### config.mk
export PLATFORM = sky130hd
export DESIGN_NAME = count_to_ones
export DESIGN_NICKNAME = d
export VERILOG_FILES = /design/src/rtl/count_to_ones.sv
export SDC_FILE = /design/constraint.sdc
export NUM_CORES = 1
export LEC_CHECK = 0
export CAP_MARGIN = 5
export CORE_MARGIN = 5
export CORE_UTILIZATION = 46
export DETAILED_ROUTE_END_ITERATION = 8
export PLACE_DENSITY_LB_ADDON = 0.15
export SYNTH_ARGS = -nofsm -noshare
export SYNTH_HDL_FRONTEND = slang
export SYNTH_SLANG_ARGS = --single-unit
### constraint.sdc
create_clock -name clk -period 1.4 [get_ports clk]
set_input_delay 0.21 -clock clk [delete_from_list [all_inputs] [get_ports clk]]
set_output_delay 0.21 -clock clk [all_outputs]
set_load 0.05 [all_outputs]
### src/rtl/count_to_ones.sv
// count_to_ones: on a start request, emits cnt single-cycle pulses spaced by
// GAP idle cycles, builds an LSB-first thermometer code of the emitted ones,
// and finishes with a one-cycle done strobe. Every output comes straight from
// a flop, so start and cnt never reach an output combinationally.
module count_to_ones #(
    parameter int GAP = 1
) (
    input  logic       clk,
    input  logic       rst,
    input  logic       start,
    input  logic [2:0] cnt,
    output logic       busy,
    output logic       pulse,
    output logic [6:0] therm,
    output logic       done
);

    typedef enum logic [1:0] {
        IDLE  = 2'd0,
        EMIT  = 2'd1,
        SPACE = 2'd2,
        FIN   = 2'd3
    } state_t;

    // SPACE counts down from GAP-1 to 0, so it lasts exactly GAP cycles.
    localparam logic [3:0] GAP_LOAD = (GAP > 0) ? 4'(GAP - 1) : 4'd0;

    state_t     state_q, state_d;
    logic [2:0] remaining_q, remaining_d;
    logic [3:0] gap_q, gap_d;
    logic [6:0] therm_q, therm_d;
    logic       busy_q, busy_d;
    logic       pulse_q, pulse_d;
    logic       done_q, done_d;

    // Next-state and datapath decode; outputs are pre-decoded from the next state.
    always_comb begin
        state_d     = state_q;
        remaining_d = remaining_q;
        gap_d       = gap_q;
        therm_d     = therm_q;
        case (state_q)
            IDLE: begin
                if (start) begin
                    remaining_d = cnt;
                    therm_d     = 7'd0;
                    gap_d       = 4'd0;
                    state_d     = (cnt != 3'd0) ? EMIT : FIN;
                end else begin
                    state_d = IDLE;
                end
            end
            EMIT: begin
                therm_d = {therm_q[5:0], 1'b1};
                if (remaining_q <= 3'd1) begin
                    // Last one emitted; saturate so remaining never wraps.
                    remaining_d = 3'd0;
                    state_d     = FIN;
                end else begin
                    remaining_d = remaining_q - 3'd1;
                    if (GAP == 0) begin
                        state_d = EMIT;
                    end else begin
                        gap_d   = GAP_LOAD;
                        state_d = SPACE;
                    end
                end
            end
            SPACE: begin
                if (gap_q == 4'd0) begin
                    state_d = EMIT;
                end else begin
                    gap_d   = gap_q - 4'd1;
                    state_d = SPACE;
                end
            end
            FIN: begin
                state_d = IDLE;
            end
            default: begin
                state_d = IDLE;
            end
        endcase
        busy_d  = (state_d != IDLE);
        pulse_d = (state_d == EMIT);
        done_d  = (state_d == FIN);
    end

    // State, counters and registered outputs; reset clears everything at once.
    always_ff @(posedge clk or posedge rst) begin
        if (rst) begin
            state_q     <= IDLE;
            remaining_q <= 3'd0;
            gap_q       <= 4'd0;
            therm_q     <= 7'd0;
            busy_q      <= 1'b0;
            pulse_q     <= 1'b0;
            done_q      <= 1'b0;
        end else begin
            state_q     <= state_d;
            remaining_q <= remaining_d;
            gap_q       <= gap_d;
            therm_q     <= therm_d;
            busy_q      <= busy_d;
            pulse_q     <= pulse_d;
            done_q      <= done_d;
        end
    end

    assign busy  = busy_q;
    assign pulse = pulse_q;
    assign therm = therm_q;
    assign done  = done_q;

endmodule

# After elaboration in Yosys (flattened, before gate mapping)

Cells that the tools add are included.

Logic and storage cells: 40
Output and inout bits: 10
Register bits: 19
Bits of input ports: 6

Equal/unequal tests: 8
Mux-type cells: 14
Order comparisons: 1
Add/sub/neg operators: 2
Reduce and logical (&&, ||, !) cells: 8

Operators by type and width:

| operator                                             | count |
|---|---|
| one-hot mux 7 bit (2 select lines)                   | 1 |
| 2-to-1 mux 4 bit                                     | 3 |
| one-hot mux 4 bit (3 select lines)                   | 1 |
| one-hot mux 2 bit (4 select lines)                   | 1 |
| 2-to-1 mux 7 bit                                     | 1 |
| == test 2 bit (second input constant)                | 3 |
| 2-to-1 mux 2 bit                                     | 3 |
| 2-to-1 mux 3 bit                                     | 2 |
| inequality test 2 bit (second input constant)        | 3 |
| one-hot mux 3 bit (2 select lines)                   | 1 |
| nonzero test 3 bit                                   | 2 |
| == test 2 x 1 -> 1 bit (second input constant)       | 2 |
| zero test 4 bit                                      | 1 |
| AND reduction 4 bit                                  | 1 |
| nonzero test 2 bit                                   | 2 |
| subtractor 4 x 1 -> 4 bit (second input constant)    | 1 |
| <= comparator 3 x 1 -> 1 bit (second input constant) | 1 |
| subtractor 3 x 1 -> 3 bit (second input constant)    | 1 |
| zero test 2 bit                                      | 1 |
| AND reduction 2 bit                                  | 1 |
| 2-to-1 mux 1 bit                                     | 1 |

# Logic depth before layout (Yosys ltp)

Gate-level depths: netlist (run 1).

Depth after elaboration: 5
Depth in mapped cells: 5
Gate-level depth less buffers: 5

# Worst setup path after synthesis (run 1)

Ideal clock, no wire load.

Path kind: register to register
Start: register gap_q[0]
End: register gap_q[1]
Required time: 1262 ps
Slack: -9 ps
Clock period less this slack: 1409 ps
Arrival: 1271 ps
Cell stages (with the launch flop): 6
Path buffers: 0
Setup time: 138 ps
Cells stage by stage: dfrtp_1 inv_1 ha_1 or3b_2 nand2_1 o221ai_1

Longest elaborated chain between the ends: 3
Elaborated cells between the ends (all ways): 6
Those cells by class: add/sub (1); eq/ne (1); mux (2); reduce/logical (2)

Ends and longest elaborated chain:

| what                                                                             | RTL line | RTL |
|---|---|---|
| from (decl)                                                                      | 30       | `logic [3:0] gap_q, gap_d;` |
| from (signal assigned)                                                           | 102      | `gap_q <= gap_d;` |
| subtractor 4 x 1 -> 4 bit / zero test 4 bit (equally long branches)              | 73, 70   |  |
| 2-to-1 mux 4 bit / inequality test 2 bit (equally long branches)                 | -        |  |
| one-hot mux 4 bit (3 select lines) / AND reduction 4 bit (equally long branches) | -        |  |

Several ways; a longest one is shown, not always the timed one. The select of a mux whose other input is x is not followed.
A chain may end at the register's enable or synchronous reset.

# Worst setup path after layout (run 1)

Start: register remaining_q[1]
End: register gap_q[3]

Longest elaborated chain between the ends: 3

Ends and longest elaborated chain:

| what                            | RTL line | RTL |
|---|---|---|
| from (decl)                     | 29       | `logic [2:0] remaining_q, remaining_d;` |
| from (signal assigned)          | 101      | `remaining_q <= remaining_d;` |
| <= comparator 3 x 1 -> 1 bit    | 55       | `if (remaining_q <= 3'd1) begin` |
| inequality test 2 bit (no line) | -        |  |
| AND reduction 4 bit (no line)   | -        |  |

Every way passes these cells.

==> flow_summary.json, run 1 <==
{
  "run_status": "completed",
  "cts_buffers": 3,
  "synth_compound_area_share_pct": 16.9,
  "grt_start_max_net_pins": 20,
  "detail-route-antenna-nets": 0,
  "final_cell_mix": "buf_4 (20), dfrtp_1 (19), nand2_1 (17)",
  "tns_ps": 0,
  "timing.final.crit_share_pct": 98.7,
  "worst_reg2reg_endpoint": "gap_q[3]",
  "finish.instance_area_um2": 1470,
  "critPathMaxFanout": 4,
  "worst_path_max_delay_cell": "dfrtp_1",
  "post_drt_via_cell_ratio": 5.32,
  "yosysSeqAreaShare_pct": 48.2,
  "synthToLayoutAreaGrowth_pct": 49.5,
  "syn_area_per_cell_um2": 9.48,
  "synth.mux.area_fraction_pct": 0,
  "rsz_0062_raised_after_global_routing": "yes",
  "pin_count": 16,
  "finalMaxSlewViolations": 0,
  "clk_latency_ps": 310,
  "global_route_wire_length_before_repair_um": 4000,
  "type_of_element_capturing_the_critical_path": "flip-flop",
  "maxCapViolations": 0,
  "fp-row-count": 16,
  "clock_tree.buffer_depth": 2,
  "synthDominantCellAreaShare_pct": 48.2,
  "initial_antenna_violation_count": 0,
  "avgRoutedWirePerCell_um": 14.1,
  "first_global_vias": 880,
  "drc": 0,
  "nNetsFinal": 148,
  "static-leakage-power_nw": 0.680,
  "slew_headroom_pct": 76.5,
  "design.core.area_um2": 2000,
  "grt_use_total_pct": 16.2,
  "slowest_delay_ps": 390,
  "synth-adder-area-share_pct": 5.08,
  "cts_num_sinks": 19,
  "postSynthCellCount": 104,
  "cts.reportedPaths.clkPinSlew_ps": 120,
  "die_x_um": 56.3,
  "fin_skew_ps": 7.24,
  "ir_worst_vdd_mv": 1.56,
  "timing.critical_path.from_type": "flip-flop",
  "layout_commonest_cell": "buf_4",
  "ys.warnings.count": 0,
  "max_slew.worst_pin.slew_ps": 348,
  "cp_top_delay_family": "compound AO/OA/AOI/OAI gates",
  "port-buffer-count": 15,
  "setup.worst_path.class": "flip-flop to flip-flop",
  "mappedNetlistNets": 114,
  "die_area_um2": 3170,
  "detailedRoute.firstPassIterationCount": 4,
  "synth_seq_cells": 19,
  "syn-cell-area_um2": 986,
  "die_height_um": 56.3,
  "dp_slack_ps": -139,
  "final.min_clock_period_ps": 1380,
  "tritoncts_clock_tree": "done",
  "hold_class": "primary input to async pin",
  "distinct_cells_synth": 32,
  "data_arrival_time_of_the_worst_path_ps": 1560,
  "hold_worst_slack_ps": 211,
  "dp.final_hpwl_um": 1650,
  "grt_overflow": 0,
  "cp_num_buf_inv": 2,
  "sequence_of_cells_on_the_critical_path": "inv_2, ha_4, o21bai_4, a221oi_2, buf_4, o211ai_1",
  "root_buffer_cell": "clkbuf_4",
  "post-synth-top-area-cell": "dfrtp_1",
  "ctsHtreeMaxLevel": 1,
  "pwr_density_cell_nw_per_um2": 2470,
  "timing.reg2reg.worst_path_depth": 6,
  "synth_top_family_by_area": "simple AND/OR/NAND/NOR gates",
  "gp_congestion": 0.760,
  "insertedDiodeCount": 0,
  "floorplan.initialDensity_pct": 49.3,
  "initialDrtViolationCount": 8,
  "vias": 873,
  "fmaxAchievable_ghz": 0.724,
  "synth_area_leaders": "dfrtp_1 (48%), nand2_1 (6.9%), ha_1 (5.1%)",
  "fin_ws_ps": 18.5,
  "synth-simple-area-share_pct": 22.3,
  "final_hold_viol_count": 0,
  "synthXorXnorAreaFrac_pct": 0,
  "required_time_of_the_worst_setup_path_ps": 1580,
  "number_of_setup_violations_in_the_final_report": 0,
  "r2r_setup_slack_ps": 20,
  "place_area_um2": 1370,
  "worstReg2RegStart": "remaining_q[1]",
  "final_layout_size_suffix_gt1_share_pct": 37.2,
  "drt-total-wl_um": 2310
}
-- where the power goes --
part | switching [mW] | internal [mW] | total (mW)
sequential | 0.273 | 0.768 | 1.04
combinational | 1.16 | 1.14 | 2.30
clock | 0.184 | 0.107 | 0.291
total | 1.62 | 2.02 | 3.64
-- synthesized netlist by cell type --
cell	instances
o22ai_2	1
o211ai_1	2
buf_6	2
or3b_4	1
or3b_2	1
or3_1	1
nand2_1	18
o21ai_0	3
o221ai_1	1
nor3_1	2
ha_1	4
dfrtp_1	19
nor2b_1	2
a21oi_1	6
o21bai_1	2
nand4_1	1
clkbuf_1	2
nand3_1	9
o21ba_2	2
o22ai_1	1
nand3b_1	2
o21ai_1	1
inv_1	9
a31oi_1	1
nor3b_1	2
a211o_1	1
nor2_1	1
buf_2	2
o311ai_0	1
nor4_1	2
a221oi_2	1
nand2b_1	1
-- flip-flops by register name (all words and copies together), names as in the netlist --
name,count
busy,1
done,1
gap_q,4
pulse,1
remaining_q,3
state_q,2
therm,7
-- stage by stage --
stage | utilization [%] | total power, mW | instances
4_1_cts | 71.7 | 3.56 | 164
2_1_floorplan | - | 2.18 | 104
3_3_place_gp | 68.3 | 3.08 | 158
3_5_place_dp | 68.3 | 3.13 | 158
5_1_grt | 73.6 | 3.91 | 164
6_report | 73.6 | 3.64 | 164
-- worst reg2reg max path, stage by stage, from the launching register on --
cell	delay [ps]
dfrtp_1	390
inv_2	60
ha_4	150
o21bai_4	190
a221oi_2	220
buf_4	170
o211ai_1	80
-- cell families (layout without fill, tap and decap cells) --
| logic type | Yosys count | in the layout |
|---|---|---|
| buffers and inverters | 15 | 48 |
| AND/OR/NAND/NOR | 43 | 43 |
| AO/OA/AOI/OAI | 23 | 23 |
| adder cells (fa/ha/maj) | 4 | 4 |
| flip-flops | 19 | 19 |
-- how the worst max path moves through the flow --
stage,start,endpoint,slack [ps],cells after the start
6_report,remaining_q[1],gap_q[3],20,6
5_1_grt,remaining_q[1],gap_q[3],-60,6
4_1_cts,remaining_q[1],gap_q[3],10,6
3_5_place_dp,start,gap_q[1],-140,5
3_3_place_gp,start,remaining_q[1],-90,4
2_1_floorplan,remaining_q[0],gap_q[1],30,4
-- area by class of cell --
| cell class | instances | area (µm²) |
|---|---|---|
| clock buffer | 3 | 22.5 |
| clock inverter | 1 | 5.00 |
| fill | 136 | 528 |
| inverter | 9 | 33.8 |
| multi-input combinational | 70 | 503 |
| sequential | 19 | 475 |
| tap | 27 | 33.8 |
| timing repair buffer | 35 | 400 |
-- layer usage --
| layer | global-route usage, % | routed length, µm | up-vias |
|---|---|---|---|
| li1 | - | - | 432 |
| met1 | 20.4 | 1010 | 414 |
| met2 | 26.0 | 1140 | 23 |
| met3 | 5.96 | 123 | 4 |
| met4 | 4.75 | 36 | 0 |
| met5 | 0 | 0 | - |
-- repair_timing --
| item | CTS | global route |
|---|---|---|
| gates resized for setup | 6 | 8 |
| setup endpoints to repair | 4 | 7 |
| setup buffers | 2 | 0 |
| hold buffers | 0 | 0 |
| pin swaps | 1 | 3 |
Note: power is estimated with default switching activity, not from simulation.
==> run 2, diff against run 1 <==
CORE_UTILIZATION = 40   (was 46)
==> flow_summary.json, run 2 (synthesized netlist as in run 1, its figures left out) <==
{
  "run_status": "completed",
  "final_hold_viol_count": 0,
  "ctsHtreeMaxLevel": 1,
  "final_layout_size_suffix_gt1_share_pct": 39.4,
  "drt-total-wl_um": 2180,
  "tns_ps": 0,
  "timing.critical_path.from_type": "flip-flop",
  "grtUsageMet3_pct": 2.61,
  "place_area_um2": 1360,
  "global_route_wire_length_before_repair_um": 3870,
  "most_used_routing_layer_in_global_routing": "met2",
  "pwr_density_cell_nw_per_um2": 2460,
  "initialDrtViolationCount": 17,
  "fmaxAchievable_ghz": 0.733,
  "slowest_delay_ps": 410,
  "grt_start_max_net_pins": 20,
  "finalMaxSlewViolations": 0,
  "post_drt_via_cell_ratio": 5.09,
  "design.core.area_um2": 2410,
  "clock_tree.buffer_depth": 2,
  "setup.worst_path.class": "flip-flop to flip-flop",
  "sequence_of_cells_on_the_critical_path": "inv_2, ha_2, or3b_4, nand3_1, o211ai_1",
  "port-buffer-count": 15,
  "nNetsFinal": 148,
  "drc": 0,
  "cts.reportedPaths.clkPinSlew_ps": 110,
  "vias": 850,
  "cts_buffers": 3,
  "slew_headroom_pct": 76.8,
  "type_of_element_capturing_the_critical_path": "flip-flop",
  "root_buffer_cell": "clkbuf_4",
  "dp.final_hpwl_um": 1630,
  "grt_use_total_pct": 14.4,
  "grt_overflow": 0,
  "grt_use_met2_pct": 24.4,
  "first_global_vias": 915,
  "fin_skew_ps": 4.26,
  "cts_num_sinks": 19,
  "largest_reg_flops": 7,
  "number_of_setup_violations_in_the_final_report": 0,
  "avgRoutedWirePerCell_um": 13.1,
  "layout_commonest_cell": "buf_4",
  "initial_antenna_violation_count": 0,
  "die_area_um2": 3560,
  "detail-route-antenna-nets": 0,
  "static-leakage-power_nw": 0.671,
  "detailedRoute.firstPassIterationCount": 4,
  "fillers": 199,
  "hold_class": "primary input to async pin",
  "die_height_um": 59.6,
  "die_x_um": 59.6,
  "data_arrival_time_of_the_worst_path_ps": 1530,
  "worst_path_max_delay_cell": "or3b_4",
  "synthToLayoutAreaGrowth_pct": 48.0,
  "gp_congestion": 0.788,
  "max_slew.worst_pin.slew_ps": 343,
  "required_time_of_the_worst_setup_path_ps": 1570,
  "maxCapViolations": 0,
  "fp-row-count": 18,
  "postCtsHoldBufs": 0,
  "floorplan.initialDensity_pct": 40.9,
  "finish.instance_area_um2": 1460,
  "ir_worst_vdd_mv": 1.54,
  "final.min_clock_period_ps": 1360,
  "critPathMaxFanout": 4,
  "stdcell_count": 167,
  "timing.final.crit_share_pct": 97.4,
  "count_of_placed_standard_cells_including_taps": 159,
  "insertedDiodeCount": 0,
  "final_cell_mix": "buf_4 (20), nand2_1 (17), dfrtp_1 (17)",
  "tritoncts_clock_tree": "done",
  "global_route.usage.met1_pct": 17.1,
  "clk_latency_ps": 300,
  "pin_count": 16
}
run 2: stage by stage:
step	setup WS, ps	utilization (%)	total power, mW	hold WS [ps]
2_1_floorplan	34.3	-	2.18	161
3_3_place_gp	-107	56.3	3.06	537
3_5_place_dp	-137	56.3	3.12	536
4_1_cts	5.17	58.3	3.48	212
5_1_grt	-1.33	60.5	3.85	254
6_report	35.7	60.5	3.59	209
run 2: report_power, final:
part	switching, mW	leakage [nW]	total (mW)	internal [mW]
Clock	0.170	0.0177	0.277	0.107
Combinational	1.12	0.413	2.27	1.15
Sequential	0.270	0.240	1.04	0.775
Total	1.56	0.671	3.59	2.04
run 2: critical path: cells and delay by family (launching register included):
| kind | cells | cell delay [ps] |
|---|---|---|
| simple gates | 2 | 520 |
| compound gates | 1 | 90 |
| fa+ha+maj | 1 | 160 |
| flops | 1 | 400 |
| buf+inv | 1 | 60 |
run 2: area by class of cell:
class                           count  area (µm²)  area share [%]
Multi-Input combinational cell     70         482            33.0
Clock inverter                      1        5.00           0.343
Inverter                            9        33.8            2.32
Timing Repair Buffer               35         400            27.4
Clock buffer                        3        22.5            1.54
Sequential cell                    19         478            32.8
Tap cell                           30        37.5            2.57
run 2: repair_timing:
action	4_1_cts	5_1_grt
resized for setup	4	11
buffers inserted	1	3
endpoints found under the setup margin	4	9
pin swaps	1	3
run 2: worst paths after layout:
path	start	to	slack (ps)	cells past startpoint
setup / recovery	gap_q[0]	gap_q[3]	40	5
hold / removal	rst	therm[1]	210	3
setup reg to reg	gap_q[0]	gap_q[3]	40	5
hold reg to reg	therm[2]	therm[3]	560	2
max in group asynchronous	rst	state_q[1]	970	3
min in group clk	therm[2]	therm[3]	560	2
run 2: routing by layer:
| layer | part of all wire [%] | wire, µm | vias up |
|---|---|---|---|
| li1 | - | - | 429 |
| met1 | 45 | 983 | 408 |
| met2 | 51 | 1120 | 8 |
| met3 | 1.8 | 40 | 5 |
| met4 | 1.7 | 38 | 0 |
| met5 | 0 | 0 | - |
==> run 3, diff against run 2 <==
--- a/config.mk
+++ b/config.mk
@@ -11,4 +11,5 @@
 export DETAILED_ROUTE_END_ITERATION = 8
 export PLACE_DENSITY_LB_ADDON = 0.15
+export SKIP_CTS_REPAIR_TIMING = 1
 export SYNTH_ARGS = -nofsm -noshare
 export SYNTH_HDL_FRONTEND = slang
==> constraint.sdc (replaced) <==
create_clock -name clk -period 1.4 [get_ports clk]
set_input_delay 0.21 -clock clk [delete_from_list [all_inputs] [get_ports clk]]
set_output_delay 0.21 -clock clk [all_outputs]
set_load 0.02 [all_outputs]
==> flow_summary.json, run 3 (synthesized netlist as in run 1, its figures left out) <==
{
  "maxCapViolations": 0,
  "design.core.area_um2": 2410,
  "finalMaxSlewViolations": 0,
  "dp_slack_ps": -134,
  "nNetsFinal": 151,
  "die_area_um2": 3560,
  "ir_worst_vdd_mv": 1.56,
  "cp_num_buf_inv": 1,
  "avgRoutedWirePerCell_um": 13.7,
  "ctsHtreeMaxLevel": 1,
  "data_arrival_time_of_the_worst_path_ps": 1570,
  "fillers": 217,
  "dp.final_hpwl_um": 1660,
  "worst_reg2reg_endpoint": "gap_q[3]",
  "gp_congestion": 0.765,
  "cp_top_delay_family": "compound AO/OA/AOI/OAI gates",
  "run_status": "complete, but fails checks",
  "setup.worst_path.class": "flip-flop to flip-flop",
  "timing.reg2reg.worst_path_depth": 5,
  "drt-total-wl_um": 2340,
  "fp-row-count": 18,
  "pwr_density_cell_nw_per_um2": 2170,
  "number_of_setup_violations_in_the_final_report": 1,
  "timing.critical_path.from_type": "flip-flop",
  "cts_buffers": 3,
  "final_layout_size_suffix_gt1_share_pct": 31.4,
  "rsz_0062_raised_after_global_routing": "yes",
  "end_of_the_critical_path": "gap_q[3]",
  "r2r_setup_slack_ps": -7,
  "largest_reg_flops": 7,
  "timing.final.crit_share_pct": 101,
  "detailedRoute.firstPassIterationCount": 4,
  "sequence_of_cells_on_the_critical_path": "ha_4, o21bai_4, a221oi_2, buf_4, o211ai_1",
  "layout_commonest_cell": "buf_4",
  "post_drt_via_cell_ratio": 5.08,
  "critPathMaxFanout": 4,
  "worst_path_max_delay_cell": "dfrtp_1",
  "slew_headroom_pct": 78.0,
  "fin_total_pwr_mw": 3.11,
  "violations": "negative setup slack",
  "floorplan.initialDensity_pct": 40.9,
  "fin_skew_ps": 7.77,
  "drc": 0,
  "footprint_of_the_multi_input_gates_um2": 503,
  "crit_cells": 5,
  "slowest_delay_ps": 440,
  "synthToLayoutAreaGrowth_pct": 45.2,
  "port-buffer-count": 15,
  "grt_overflow": 0,
  "cts.reportedPaths.clkPinSlew_ps": 120,
  "required_time_of_the_worst_setup_path_ps": 1560,
  "worstSetupStartpoint": "remaining_q[0]",
  "insertedDiodeCount": 0,
  "root_buffer_cell": "clkbuf_4",
  "final.min_clock_period_ps": 1410,
  "first_global_vias": 883,
  "fin_ws_ps": -7.26,
  "fmaxAchievable_ghz": 0.711,
  "die_height_um": 59.6,
  "type_of_element_capturing_the_critical_path": "flip-flop",
  "ff_latch_area_um2": 477,
  "final_hold_viol_count": 0,
  "die_x_um": 59.6,
  "tritoncts_clock_tree": "done",
  "initialDrtViolationCount": 11,
  "initial_antenna_violation_count": 0,
  "clock_tree.buffer_depth": 2,
  "cts_num_sinks": 19,
  "clk_latency_ps": 300,
  "static-leakage-power_nw": 0.792,
  "grt_use_total_pct": 14.1,
  "final_cell_mix": "buf_4 (20), dfrtp_1 (18), nand2_1 (17)",
  "pin_count": 16,
  "grt_start_max_net_pins": 20,
  "vias": 863,
  "global_route_wire_length_before_repair_um": 3840,
  "worstReg2RegStart": "remaining_q[0]",
  "max_slew.worst_pin.slew_ps": 326,
  "hold_class": "primary input to async pin",
  "detail-route-antenna-nets": 0
}
-- run 3: worst register-to-register path, cell delays in order, from the launching register on --
cell and delay (ps):
dfrtp_1 440, ha_4 170, o21bai_4 170, a221oi_2 230, buf_4 170, o211ai_1 90
-- run 3: stage by stage --
step	instances	hold WS, ps	TNS, ps	util (%)	instance area (µm²)
finish	170	217	-7.26	59.4	1430
global route	170	242	-157	59.4	1430
CTS	168	223	-1040	54.8	1320
detailed placement	164	486	-884	53.7	1290
global placement	164	478	-595	53.7	1290
floorplan	104	161	0	-	988
-- run 3: power by group --
part,switching (mW),internal [mW]
registers,0.188,0.771
clock network,0.175,0.106
logic,0.917,0.951
total,1.28,1.83
-- run 3: final cells by class --
type,instances,area share (%)
multi-input cells,70,35.1
clock buffers,3,1.57
inverters,9,2.36
repair buffers,38,24.7
well taps,30,2.62
clock inverters,1,0.350
flip-flops and latches,19,33.3
-- run 3: per-layer routing --
| metal | routed length, µm | global-route usage, % | share of wire (%) | vias up |
|---|---|---|---|---|
| met5 | 0 | 0 | 0 | - |
| met4 | 15 | 5.06 | 0.64 | 0 |
| met3 | 56 | 2.83 | 2.4 | 2 |
| met2 | 1250 | 23.0 | 53 | 5 |
| met1 | 1020 | 18.3 | 43 | 416 |
| li1 | - | - | - | 440 |
-- run 3: worst min-delay path by stage --
stage | slack, ps | depth (start not counted) | from | to
2_1_floorplan | 160 | 1 | rst | busy
3_3_place_gp | 480 | 2 | therm[2] | therm[3]
3_5_place_dp | 490 | 2 | therm[3] | therm[4]
4_1_cts | 220 | 3 | rst | state_q[0]
5_1_grt | 240 | 3 | rst | state_q[0]
6_report | 220 | 3 | rst | state_q[0]
==> patch 1 (config.mk and constraints of run 1) <==
Remove the register `done_q`: a continuous assignment takes its place, so the output `done` follows one clock earlier.
--- a/src/rtl/count_to_ones.sv
+++ b/src/rtl/count_to_ones.sv
@@ -95,7 +95,6 @@
             therm_q     <= 7'd0;
             busy_q      <= 1'b0;
             pulse_q     <= 1'b0;
-            done_q      <= 1'b0;
         end else begin
             state_q     <= state_d;
             remaining_q <= remaining_d;
@@ -103,9 +102,10 @@
             therm_q     <= therm_d;
             busy_q      <= busy_d;
             pulse_q     <= pulse_d;
-            done_q      <= done_d;
         end
     end
+
+    assign done_q = done_d;
 
     assign busy  = busy_q;
     assign pulse = pulse_q;
Check against the original RTL: not equivalent (a bounded check fails within 4 cycles, from zero or initial values and one cycle with rst high).
==> patch 1 against run 1 <==
The run now ends with setup timing left; via count is 9.2% higher; wire length increased by 23%; sequential cell count is 1 lower; power increased by 13%; fmax down 20%; global-route usage increased by 2.3 points; cell area up 9.3%; utilization up 6.9 points; worst setup slack worse by 0.34 ns; combinational power is 22% higher; register-to-register slack got worse by 0.05 ns; synthesized area is 0.25% higher; largest cell class unchanged; largest power group unchanged.
==> patch 1: results (changes against run 1) <==
outcome:
  status: "finished with violations"
  violations: "setup timing"
worst_setup_path:
  cp_slowest_cell: "clkdlybuf4s50_1"
  crit_fanout: 5  # +1
  cp_top_family: "buffers and inverters"
  cp.arrival_ns: 1.51  # -0.05 ns
  crit_path_max_incr_delay_ns: 0.55  # +0.16 ns
routing:
  vias_per_cell: 5.57  # +4.7%
  drtIter0Drc: 20  # +12
  routed_wl_mm: 2.84  # +23%
  wl_met3_um: 106  # -14%
  wl_met2_mm: 1.50  # +31%
sta:
  setup_slack_ns: -0.325  # -0.343 ns
  setup_viol: 3  # +3
  fin_crit_ns: 1.72  # +0.343 ns
  finClkSkew_ns: 0.00606  # -0.00119 ns
  worst_slew_pin_slew_ns: 0.343  # -0.00507 ns
placement:
  pre_cts_ws_ns: -0.333  # -0.195 ns
  place_congestion: 0.896  # +18%
  hpwlAfterDp_mm: 1.94  # +18%
cts:
  cts_buffers: 3  # unchanged
  clk_latency_ns: 0.30
pwr:
  peakVddDrop_mv: 1.58  # +1.5%
  p_leak_nw: 0.716  # +5.2%
synth:
  synth_area_leaders: "dfrtp_1 (46%), nand2_1 (5.3%), ha_1 (5.1%), a21oi_1 (4.1%), nor2b_1 (3.8%)"
  synth_common_cells: "dfrtp_1 (18), nand2_1 (14), a21oi_1 (8), inv_1 (8), o21ai_0 (7)"
  synth.distinct_cells: 36  # +13%
  synthesis.nets: 115  # +0.88%
cells_and_area:
  n_fill_cell: 113  # -17%
  nNetsFinal: 155  # +4.7%
  drive_above_1_share: 0.465  # +0.0930
global_routing:
  grt_pass1_vias: 953  # +8.3%
  grt_start_max_net_pins: 19  # -5.0%
  grt_pass1_wl_mm: 4.56  # +14%
## patch 1: through the flow
stage	instances	total power, mW
3_3_place_gp	166	3.19
5_1_grt	171	4.38
6_report	171	4.12
2_1_floorplan	105	2.20
3_5_place_dp	166	3.28
4_1_cts	171	3.89
## patch 1: cell type report
type                            count  area [um2]  share of cell area
Sequential cell                    18         450               0.280
Tap cell                           27        33.8              0.0210
Clock buffer                        4        36.3              0.0225
Multi-Input combinational cell     74         619               0.384
Timing Repair Buffer               40         442               0.274
Inverter                            8        30.0              0.0186
## patch 1: timing repair
action | 4_1_cts | 5_1_grt
gates cloned | 0 | 0
resized for setup | 20 | 13
setup buffers | 1 | 0
pin swaps | 12 | 5
endpoints found under the setup margin | 6 | 12
## patch 1: power breakdown
part	internal (mW)	leakage (nW)	switching [mW]	total, mW
combinational	1.36	0.467	1.44	2.80
sequential	0.741	0.228	0.245	0.986
clock	0.159	0.0210	0.171	0.330
total	2.26	0.716	1.86	4.12
## patch 1: worst paths after layout
path | startpoint | end | slack [ns] | cells past startpoint
setup / recovery | start | done | -0.32 | 6
hold / removal | rst | pulse$_DFF_PP0_ | 0.22 | 3
setup reg to reg | gap_q[1]$_DFFE_PP0P_ | gap_q[3]$_DFFE_PP0P_ | -0.03 | 5
hold reg to reg | therm[3]$_DFFE_PP0P_ | therm[4]$_DFFE_PP0P_ | 0.56 | 2
max in group asynchronous | rst | remaining_q[1]$_DFFE_PP0P_ | 0.97 | 3
min in group clk | therm[3]$_DFFE_PP0P_ | therm[4]$_DFFE_PP0P_ | 0.56 | 2
## patch 1: logic make-up after synthesis
kind of cell,after synthesis,synth area share
simple gates,41,0.235
compound gates,29,0.191
flops,18,0.456
fa+ha+maj,4,0.0506
buf+inv,13,0.0671
## patch 1: per-layer routing
metal	vias up	GRT usage
li1	458	-
met1	467	0.214
met2	22	0.322
met3	6	0.0413
met4	0	0.0847
met5	-	0
## patch 1: tightest hold or removal path: cells and delay by family
family,cells,cell delay [ns]
buffers and inverters,3,0.71
==> patch 2 (config.mk and constraints of run 1) <==
Without the edit above. Change the parameter `GAP` from 1 to 0. Comments in the files are not updated.
--- a/src/rtl/count_to_ones.sv
+++ b/src/rtl/count_to_ones.sv
@@ -3,7 +3,7 @@
 // and finishes with a one-cycle done strobe. Every output comes straight from
 // a flop, so start and cnt never reach an output combinationally.
 module count_to_ones #(
-    parameter int GAP = 1
+    parameter int GAP = 0
 ) (
     input  logic       clk,
     input  logic       rst,
Behaviour: not the same (Yosys sat finds a counterexample within 4 cycles, from zero or initial values and one cycle with rst high).
==> patch 2 against run 1 <==
The run now ends with setup timing left; clock skew fell by 0.00067 ns; power down 1.4%; via count decreased by 14%; cell area down 8.4%; first-iteration DRC count rose by 75%; worst setup slack got worse by 0.11 ns; wire length is 15% lower; synthesized area down 7.9%; sequential share of layout area increased by 3.1 points; sequential cell count unchanged; global-route usage decreased by 0.53 points; critical path depth decreased by 3; critical path type unchanged.
==> patch 2: results (changes against run 1) <==
pwr:
  p_leak_nw: 0.651  # -4.3%
  switching_share: 0.442  # -0.00312
  peakVddDrop_mv: 1.43  # -8.2%
global_routing:
  grt_use_total: 0.157  # -0.00534
  grt_pass1_wl_mm: 3.29  # -18%
outcome:
  violations: "setup timing"
  status: "finished with violations"
cells_and_area:
  nNetsFinal: 129  # -13%
  final_cells: 146  # -11%
placement:
  hpwlAfterDp_mm: 1.40  # -15%
  dpl.cell_count: 141  # -11%
  place_congestion: 0.846  # +11%
worst_setup_path:
  reg2reg_from: "state_q[1]$_DFF_PP0_"
  crit_path_max_incr_delay_ns: 0.44  # +0.05 ns
  cp.arrival_ns: 1.68  # +0.12 ns
  crit_fanout: 3  # -1
  r2r_cells: 3  # -3
  timing.rr.end: "pulse$_DFF_PP0_"
synth:
  synthesis.nets: 102  # -11%
  synth_compound_area_frac: 0.124  # -0.0448
  synth_common_cells: "dfrtp_1 (19), nand2_1 (18), nand3_1 (9)"
  synth_area_leaders: "dfrtp_1 (52%), nand2_1 (7.4%), nand3_1 (5.0%), mux2i_1 (4.4%), ha_1 (4.1%)"
  synth_mux_area_frac: 0.0441  # +0.0441
routing:
  vias_per_cell: 5.15  # -3.2%
  wl_per_cell_um: 13.5  # -4.0%
  drtIter0Drc: 14  # +6
sta:
  setup_viol: 4  # +4
  setup_slack_ns: -0.0929  # -0.111 ns
[patch 2: tightest hold or removal path, stage by stage]
cell and delay [ns]:
clkdlybuf4s50_1 0.40, inv_1 0.05, buf_4 0.25
[patch 2: cell type report]
class	count	area, um2
fill	154	572
sequential	19	478
multi-input combinational	64	455
timing repair buffer	26	333
tap	27	33.8
clock buffer	3	22.5
inverter	6	22.5
clock inverter	1	5.00
[patch 2: repair_timing]
| action | CTS | global route |
|---|---|---|
| endpoints found under the setup margin | 6 | 10 |
| endpoints found under the hold margin | 0 | 0 |
| setup buffers | 1 | 1 |
| pin swaps | 0 | 5 |
| resized for setup | 5 | 14 |
[patch 2: worst min path at each step]
stage / to / cells after the start
after global placement: gap_q[3]$_DFFE_PP0P_ / 1
after CTS: therm[5]$_DFFE_PP0P_ / 3
after detailed placement: gap_q[3]$_DFFE_PP0P_ / 1
after floorplan: busy$_DFF_PP0_ / 1
after global routing: gap_q[1]$_DFFE_PP0P_ / 3
final: therm[5]$_DFFE_PP0P_ / 3
[patch 2: metrics by stage]
| stage | instance area, um2 | hold slack (ns) | power [mW] | setup WS, ns |
|---|---|---|---|---|
| 2_1_floorplan | 908 | 0.161 | 2.16 | -0.196 |
| 3_3_place_gp | 1250 | 0.459 | 3.01 | -0.353 |
| 3_5_place_dp | 1250 | 0.486 | 3.06 | -0.385 |
| 4_1_cts | 1300 | 0.221 | 3.42 | -0.0775 |
| 5_1_grt | 1350 | 0.240 | 3.83 | -0.135 |
| 6_report | 1350 | 0.218 | 3.58 | -0.0929 |
[patch 2: power groups by stage]
stage               Clock (mW)  Combinational (mW)  Sequential [mW]
floorplan                    0               0.751             1.41
global placement             0                1.98             1.03
detailed placement           0                2.02             1.04
CTS                      0.286                2.10             1.03
global route             0.318                2.42             1.09
finish                   0.280                2.25             1.05
[patch 2: cell families after synthesis]
| logic type | Yosys count |
|---|---|
| DFF | 19 |
| muxes | 4 |
| and+or+nand+nor | 41 |
| AOI/OAI and AO/OA | 16 |
| buffers and inverters | 10 |
| adders and majority gates | 3 |
[patch 2: layer usage]
| metal | GRT usage | wire length [um] |
|---|---|---|
| met1 | 0.210 | 919 |
| met2 | 0.243 | 975 |
| met3 | 0.0327 | 53 |
| met5 | 0 | 0 |
| met4 | 0.0705 | 25 |
